[src/rtl/wb_write_arbiter.sv]
// Purpose : merges unbuffered ALU results and FIFO-buffered load returns onto one register-file write port.
// Latency : the winning source appears on RegWrite/rd/Write_Data one clock after it wins arbitration.
// Backpr. : ld_ready = FIFO not full; alu_stall only asserts when WB_STARVE_GUARD_EN is defined.
module wb_write_arbiter #(
    parameter int unsigned DEPTH      = 4,
    parameter int unsigned STARVE_LIM = 4
) (
    input  logic        clk,
    input  logic        reset,
    input  logic        alu_valid,
    input  logic [4:0]  alu_rd,
    input  logic [31:0] alu_data,
    output logic        alu_stall,
    input  logic        ld_valid,
    output logic        ld_ready,
    input  logic [4:0]  ld_rd,
    input  logic [31:0] ld_data,
    output logic        RegWrite,
    output logic [4:0]  rd,
    output logic [31:0] Write_Data,
    input  logic [4:0]  q_rs,
    output logic        q_pending
);

    localparam int unsigned PW = (DEPTH > 1) ? $clog2(DEPTH) : 1;
    localparam int unsigned CW = $clog2(DEPTH + 1);

    // Reject depths the power-of-two pointer wrap cannot handle.
    if (DEPTH < 2 || DEPTH > 16 || (DEPTH & (DEPTH - 1)) != 0 || STARVE_LIM < 1) begin : g_bad_config
        $error("wb_write_arbiter: DEPTH must be a power of two in 2..16 and STARVE_LIM >= 1");
    end

    typedef struct packed {
        logic [4:0]  rd;
        logic [31:0] dat;
    } ld_ent_t;

    ld_ent_t         mem [DEPTH];
    ld_ent_t         head;
    logic [PW-1:0]   rd_ptr;
    logic [PW-1:0]   wr_ptr;
    logic [CW-1:0]   count;
    logic            empty;
    logic            full;
    logic            push;
    logic            pop;
    logic            alu_win;

    assign empty    = (count == '0);
    assign full     = (count == CW'(DEPTH));
    // No pass-through when full: a same-cycle pop does not open a slot.
    assign ld_ready = reset && !full;
    // Loads to x0 complete the handshake but never occupy a slot.
    assign push     = ld_valid && ld_ready && (ld_rd != 5'd0);
    assign head     = mem[rd_ptr];

`ifdef WB_STARVE_GUARD_EN
    localparam int unsigned SW = $clog2(STARVE_LIM + 1);

    logic [SW-1:0] starved;
    logic          guard_fire;

    // Once the head has waited STARVE_LIM ALU-won cycles, it takes the port and the ALU holds.
    assign guard_fire = (starved == SW'(STARVE_LIM)) && !empty;
    assign alu_stall  = reset && guard_fire;

    // Count consecutive cycles the ALU beats a waiting load; any pop or an empty FIFO clears it.
    always_ff @(posedge clk) begin
        if (!reset) begin
            starved <= '0;
        end else if (pop || empty) begin
            starved <= '0;
        end else if (alu_win && (starved != SW'(STARVE_LIM))) begin
            starved <= starved + SW'(1);
        end
    end
`else
    assign alu_stall = 1'b0;
`endif

    // ALU has absolute priority unless stalled; otherwise the FIFO head drains.
    assign alu_win = alu_valid && !alu_stall;
    assign pop     = !alu_win && !empty;

    // FIFO pointers and occupancy; simultaneous push and pop leave the count unchanged.
    always_ff @(posedge clk) begin
        if (!reset) begin
            rd_ptr <= '0;
            wr_ptr <= '0;
            count  <= '0;
        end else begin
            if (push) wr_ptr <= wr_ptr + PW'(1);
            if (pop)  rd_ptr <= rd_ptr + PW'(1);
            case ({push, pop})
                2'b10:   count <= count + CW'(1);
                2'b01:   count <= count - CW'(1);
                default: count <= count;
            endcase
        end
    end

    // Entry storage; contents need no reset because occupancy is tracked by count.
    always_ff @(posedge clk) begin
        if (push) mem[wr_ptr] <= '{rd: ld_rd, dat: ld_data};
    end

    // Hazard query: match q_rs against every occupied slot, never against x0.
    always_comb begin
        logic [PW-1:0] offs;
        q_pending = 1'b0;
        offs      = '0;
        for (int i = 0; i < DEPTH; i++) begin
            offs = PW'(i) - rd_ptr;
            if ((CW'(offs) < count) && (mem[i].rd == q_rs) && (q_rs != 5'd0)) begin
                q_pending = 1'b1;
            end
        end
    end

    // Register-file write port; an ALU write to x0 is consumed but suppressed.
    always_ff @(posedge clk) begin
        if (!reset) begin
            RegWrite   <= 1'b0;
            rd         <= '0;
            Write_Data <= '0;
        end else if (alu_win) begin
            RegWrite   <= (alu_rd != 5'd0);
            rd         <= alu_rd;
            Write_Data <= alu_data;
        end else if (pop) begin
            RegWrite   <= 1'b1;
            rd         <= head.rd;
            Write_Data <= head.dat;
        end else begin
            RegWrite   <= 1'b0;
        end
    end

endmodule

[config.mk]
export PLATFORM = sky130hd
export DESIGN_NAME = wb_write_arbiter
export DESIGN_NICKNAME = d
export VERILOG_FILES = /design/src/rtl/wb_write_arbiter.sv
export SDC_FILE = /design/constraint.sdc
export NUM_CORES = 1
export LEC_CHECK = 0
export ABC_AREA = 0
export BUFFER_PORTS_ARGS = -buffer_cell sky130_fd_sc_hd__buf_2
export CORE_MARGIN = 4
export CORE_UTILIZATION = 60
export DETAILED_ROUTE_END_ITERATION = 7
export PLACE_DENSITY = 0.95
export SETUP_SLACK_MARGIN = 0.05
export SKIP_LAST_GASP = 1
export SYNTH_ARGS = -nofsm -noshare
export SYNTH_HDL_FRONTEND = slang
export SYNTH_SLANG_ARGS = --single-unit
export TNS_END_PERCENT = 50
[constraint.sdc]
create_clock -name clk -period 3.5 [get_ports clk]
set_input_delay 0 -clock clk [delete_from_list [all_inputs] [get_ports clk]]
set_output_delay 0 -clock clk [all_outputs]
set_load 0.02 [all_outputs]
==> flow_summary.html <==
<table>
<tr><th>Metric</th><th>Value</th></tr>
<tr><th colspan="2">Critical path</th></tr>
<tr><td>Count of cells along the worst register-to-register path</td><td>10</td></tr>
<tr><td>CP Data Required Time</td><td>3.86 ns</td></tr>
<tr><td>Worst Setup Start Kind</td><td>flop</td></tr>
<tr><td>Destination of the worst register-to-register timing path</td><td>count[2]</td></tr>
<tr><td>Kind of critical path</td><td>reg2reg</td></tr>
<tr><td>Kind of end point of the critical path</td><td>flop</td></tr>
<tr><td>Reg2Reg Launch Point</td><td>count[2]</td></tr>
<tr><td>Critical Path AT</td><td>2.98 ns</td></tr>
<tr><td>Setup slack on the worst flop-to-flop path</td><td>0.88 ns</td></tr>
<tr><td>CP startpoint</td><td>count[2]</td></tr>
<tr><td>Maximum fanout count along the critical path</td><td>8</td></tr>
<tr><th colspan="2">Drt</th></tr>
<tr><td>Iter 0 DRT Violations</td><td>632</td></tr>
<tr><td>Total routed wirelength</td><td>22100 um</td></tr>
<tr><td>Pre-antenna DRT Iters</td><td>5</td></tr>
<tr><td>Residual antenna-violating net count after detailed routing</td><td>0</td></tr>
<tr><td>Vias after detailed routing</td><td>5636</td></tr>
<tr><td>Average vias per placed instance</td><td>6.412</td></tr>
<tr><td>Number of design rule violations left after detail routing</td><td>0</td></tr>
<tr><td>Wirelength per Cell</td><td>25.14 um</td></tr>
<tr><th colspan="2">Global route</th></tr>
<tr><td>Maximum number of pins on one net before global-route repair</td><td>48</td></tr>
<tr><td>Via count of the first global-routing pass</td><td>5842</td></tr>
<tr><td>Number of antenna violations at the first check in global routing</td><td>2</td></tr>
<tr><td>Global-route wire length before repair</td><td>33640 um</td></tr>
<tr><td>Met1 routing resource usage after global routing</td><td>38.91%</td></tr>
<tr><td>Total global routing track utilization</td><td>31.16%</td></tr>
<tr><td>GR Util met3</td><td>8.032%</td></tr>
<tr><td>Busiest metal layer after global routing</td><td>met2</td></tr>
<tr><td>Met2 Usage GRT</td><td>51.35%</td></tr>
<tr><td>Sum of overflow across all layers after global routing</td><td>0</td></tr>
<tr><th colspan="2">Clock network</th></tr>
<tr><td>Largest buffer count on any clock path</td><td>2</td></tr>
<tr><td>Clk root buf</td><td>sky130_fd_sc_hd__clkbuf_16</td></tr>
<tr><td>TritonCTS clock tree</td><td>done</td></tr>
<tr><td>Clock latency reported for the late side of the worst-skew pair</td><td>0.44 ns</td></tr>
<tr><td>Cts bufs inserted</td><td>17</td></tr>
<tr><td>Number of buffers inserted by post-CTS setup repair</td><td>0</td></tr>
<tr><td>Clock transition at path regs</td><td>0.07 ns</td></tr>
<tr><td>Sink Count</td><td>195</td></tr>
<tr><td>CTS H-tree depth</td><td>4</td></tr>
<tr><th colspan="2">Power</th></tr>
<tr><td>Worst voltage drop across the vdd grid</td><td>495.5 uV</td></tr>
<tr><td>Power density over cell area</td><td>658.3 nW/um^2</td></tr>
<tr><td>Comb pwr share</td><td>26.5%</td></tr>
<tr><td>Pint</td><td>4400 uW</td></tr>
<tr><td>Switching part of the total</td><td>31.76%</td></tr>
<tr><td>Clock network power share</td><td>29.7%</td></tr>
<tr><td>Sequential share of power</td><td>43.8%</td></tr>
<tr><td>Total leakage power</td><td>0.003523 uW</td></tr>
<tr><td>Net switching power</td><td>2048 uW</td></tr>
<tr><th colspan="2">Logic synthesis</th></tr>
<tr><td>Synth top area cells</td><td>sky130_fd_sc_hd__edfxtp_1 (57%), sky130_fd_sc_hd__dfxtp_1 (12%), sky130_fd_sc_hd__mux4_2 (11%)</td></tr>
<tr><td>Number of synthesized register bits</td><td>195</td></tr>
<tr><td>Post-synth design cell area</td><td>7782 um^2</td></tr>
<tr><td>Cell with the most instances after synthesis</td><td>sky130_fd_sc_hd__edfxtp_1</td></tr>
<tr><td>Synthesized area divided by synthesized cell count</td><td>15.32 um^2</td></tr>
<tr><td>Cell taking the most area after synthesis</td><td>sky130_fd_sc_hd__edfxtp_1</td></tr>
<tr><td>Synthesized instance count</td><td>508</td></tr>
<tr><td>Area fraction of the dominant cell type after synthesis</td><td>57.11%</td></tr>
<tr><td>Yosys synthesis warning count</td><td>0</td></tr>
<tr><td>Seq/Total Area, Yosys</td><td>69.20%</td></tr>
<tr><td>Leading post-synthesis cells by instance count</td><td>sky130_fd_sc_hd__edfxtp_1 (148), sky130_fd_sc_hd__a21oi_1 (80), sky130_fd_sc_hd__dfxtp_1 (47)</td></tr>
<tr><td>Number of flops mapped to enable cells by yosys</td><td>148</td></tr>
<tr><td>Post-synth net total</td><td>601</td></tr>
<tr><td>Primary flip-flop cell chosen by synthesis mapping</td><td>sky130_fd_sc_hd__edfxtp_1</td></tr>
<tr><td>Distinct cell type count after synthesis</td><td>35</td></tr>
<tr><td>Async set or reset register ratio after synthesis</td><td>0%</td></tr>
<tr><th colspan="2">Timing</th></tr>
<tr><td>Final number of max-transition violations</td><td>0</td></tr>
<tr><td>Final number of hold-violating endpoints</td><td>0</td></tr>
<tr><td>Tightest slew margin relative to the limit</td><td>28.30%</td></tr>
<tr><td>Number of setup violations in the final report</td><td>0</td></tr>
<tr><td>Final period demand of the worst path</td><td>2.622 ns</td></tr>
<tr><td>FMAX</td><td>381.4 MHz</td></tr>
<tr><td>Transition time of the tightest slew-check pin</td><td>1.075 ns</td></tr>
<tr><td>Setup slack of the critical path after layout</td><td>0.8777 ns</td></tr>
<tr><td>Total Neg Setup Slack</td><td>0 ns</td></tr>
<tr><td>Post-route clock period utilization</td><td>74.92%</td></tr>
<tr><td>Setup repair after global routing missed its margin</td><td>false</td></tr>
<tr><td>Worst setup skew after layout</td><td>0.005740 ns</td></tr>
<tr><th colspan="2">Placement</th></tr>
<tr><td>GPL Wtd Cong</td><td>0.8699</td></tr>
<tr><td>Number of port buffers</td><td>122</td></tr>
<tr><td>Detailed Place HPWL</td><td>10890 um</td></tr>
<tr><td>Worst setup timing slack at the placement stage</td><td>1.055 ns</td></tr>
<tr><th colspan="2">Die</th></tr>
<tr><td>Width of the chip</td><td>121.9 um</td></tr>
<tr><td>Die area</td><td>14860 um^2</td></tr>
<tr><td>Height of the chip</td><td>121.9 um</td></tr>
<tr><td>Starting density of the core</td><td>61.42%</td></tr>
<tr><td>Core Region</td><td>12670 um^2</td></tr>
<tr><td>Number of rows created at floorplan</td><td>41</td></tr>
<tr><td>Top Ports</td><td>124</td></tr>
<tr><th colspan="2">Final layout</th></tr>
<tr><td>Area growth from synthesis to final layout</td><td>25.87%</td></tr>
<tr><td>Share of final-layout standard cells stronger than drive strength 1</td><td>28.61%</td></tr>
<tr><td>Final Net Count</td><td>786</td></tr>
<tr><th colspan="2">Hold path</th></tr>
<tr><td>Worst Hold Depth</td><td>3</td></tr>
<tr><td>Min-Delay Endpoint</td><td>RegWrite</td></tr>
<tr><td>Worst hold path class</td><td>in2reg</td></tr>
<tr><td>Min-Delay Startpoint</td><td>reset</td></tr>
<tr><th colspan="2">Run</th></tr>
<tr><td>Max-cap violations</td><td>0</td></tr>
<tr><th colspan="2">Status</th></tr>
<tr><td>Status</td><td>complete, no violations</td></tr>
</table>
through the flow:
step	total power [uW]	hold WS, ns	cells	cell area, um^2	utilization [%]
4_1_cts	6355	0.1454	878	9793	77.29
5_1_grt	6682	0.1819	879	9796	77.31
6_report	6449	0.1699	879	9796	77.31
3_5_place_dp	4417	0.2150	771	8472	66.86
3_3_place_gp	4321	0.2106	771	8472	66.86
2_1_floorplan	3965	0.09887	508	7782	-
flip-flops by register name, indices dropped and copies added (netlist names), named ones only:
signal	flops
mem	148
Write_Data	32
rd	5
count	3
rd_ptr	2
wr_ptr	2
RegWrite	1
layout by cell type, fill, tap and decap left out, drive strengths merged:
master / instances
dlygate4sd3: 75
clkinv: 8
nor4: 2
diode: 1
fa: 1
clkbuf: 20
bufinv: 2
nand2: 41
edfxtp: 148
xnor2: 13
inv: 12
nand4: 2
ha: 9
clkinvlp: 1
o31a: 1
o21ai: 40
nor2b: 2
o211a: 1
a221oi: 2
nor2: 3
a21oi: 80
and2: 10
mux4: 37
a2111oi: 2
o21a: 1
buf: 125
a21boi: 1
nor3: 2
or3: 1
xor2: 13
dfxtp: 47
or4: 2
conb: 1
nand3: 1
worst max-delay path: stages, from the launching register on:
cell and delay, ns:
sky130_fd_sc_hd__dfxtp_1 0.50, sky130_fd_sc_hd__inv_2 0.13, sky130_fd_sc_hd__o31a_1 0.34, sky130_fd_sc_hd__o211a_4 0.18, sky130_fd_sc_hd__inv_1 0.07, sky130_fd_sc_hd__ha_1 0.21
sky130_fd_sc_hd__inv_1 0.08, sky130_fd_sc_hd__fa_1 0.37, sky130_fd_sc_hd__xor2_1 0.16, sky130_fd_sc_hd__or3_1 0.32, sky130_fd_sc_hd__a21boi_0 0.19
power groups by stage:
stage	clock, uW	combinational [uW]	sequential [uW]
floorplan	0	1060	2910
global placement	0	1490	2830
detailed placement	0	1560	2850
CTS	1890	1650	2810
global route	2010	1840	2830
finish	1920	1710	2820
final cells by class:
cell class,instances,area [um^2]
antenna,1,2.502
clock buffer,20,436.7
clock inverter,12,133.9
fill,640,2875
inverter,11,41.29
multi-input combinational,268,2195
sequential,195,5388
tap,172,215.2
timing repair buffer,200,1384
how the worst max path moves through the flow:
| stage | endpoint | cells past startpoint |
|---|---|---|
| 6_report | count[2] | 10 |
| 5_1_grt | count[2] | 10 |
| 4_1_cts | count[2] | 11 |
| 3_5_place_dp | count[2] | 10 |
| 3_3_place_gp | count[2] | 10 |
| 2_1_floorplan | count[2] | 10 |
cells by family after synthesis:
family,Yosys count,share of synthesized area (%)
DFF,195,69.20
AOI/OAI and AO/OA,128,8.698
and+or+nand+nor,66,3.987
buffers and inverters,45,2.733
muxes,37,10.71
xor gates and xnor gates,26,2.926
adders and majority gates,10,1.704
other,1,0.04819
metal layers:
layer | part of all wire (%) | routed length [um] | up-vias
met5 | 0.059 | 13 | -
met4 | 4.6 | 1019 | 2
met3 | 10 | 2296 | 98
li1 | - | - | 2297
met2 | 51 | 11250 | 501
met1 | 34 | 7513 | 2738
timing repair:
item                      4_1_cts  5_1_grt
hold buffers                   75        0
gates resized for setup         0        0
hold endpoints to repair      187        0
No activity file was read; power rests on OpenSTA's default activity.
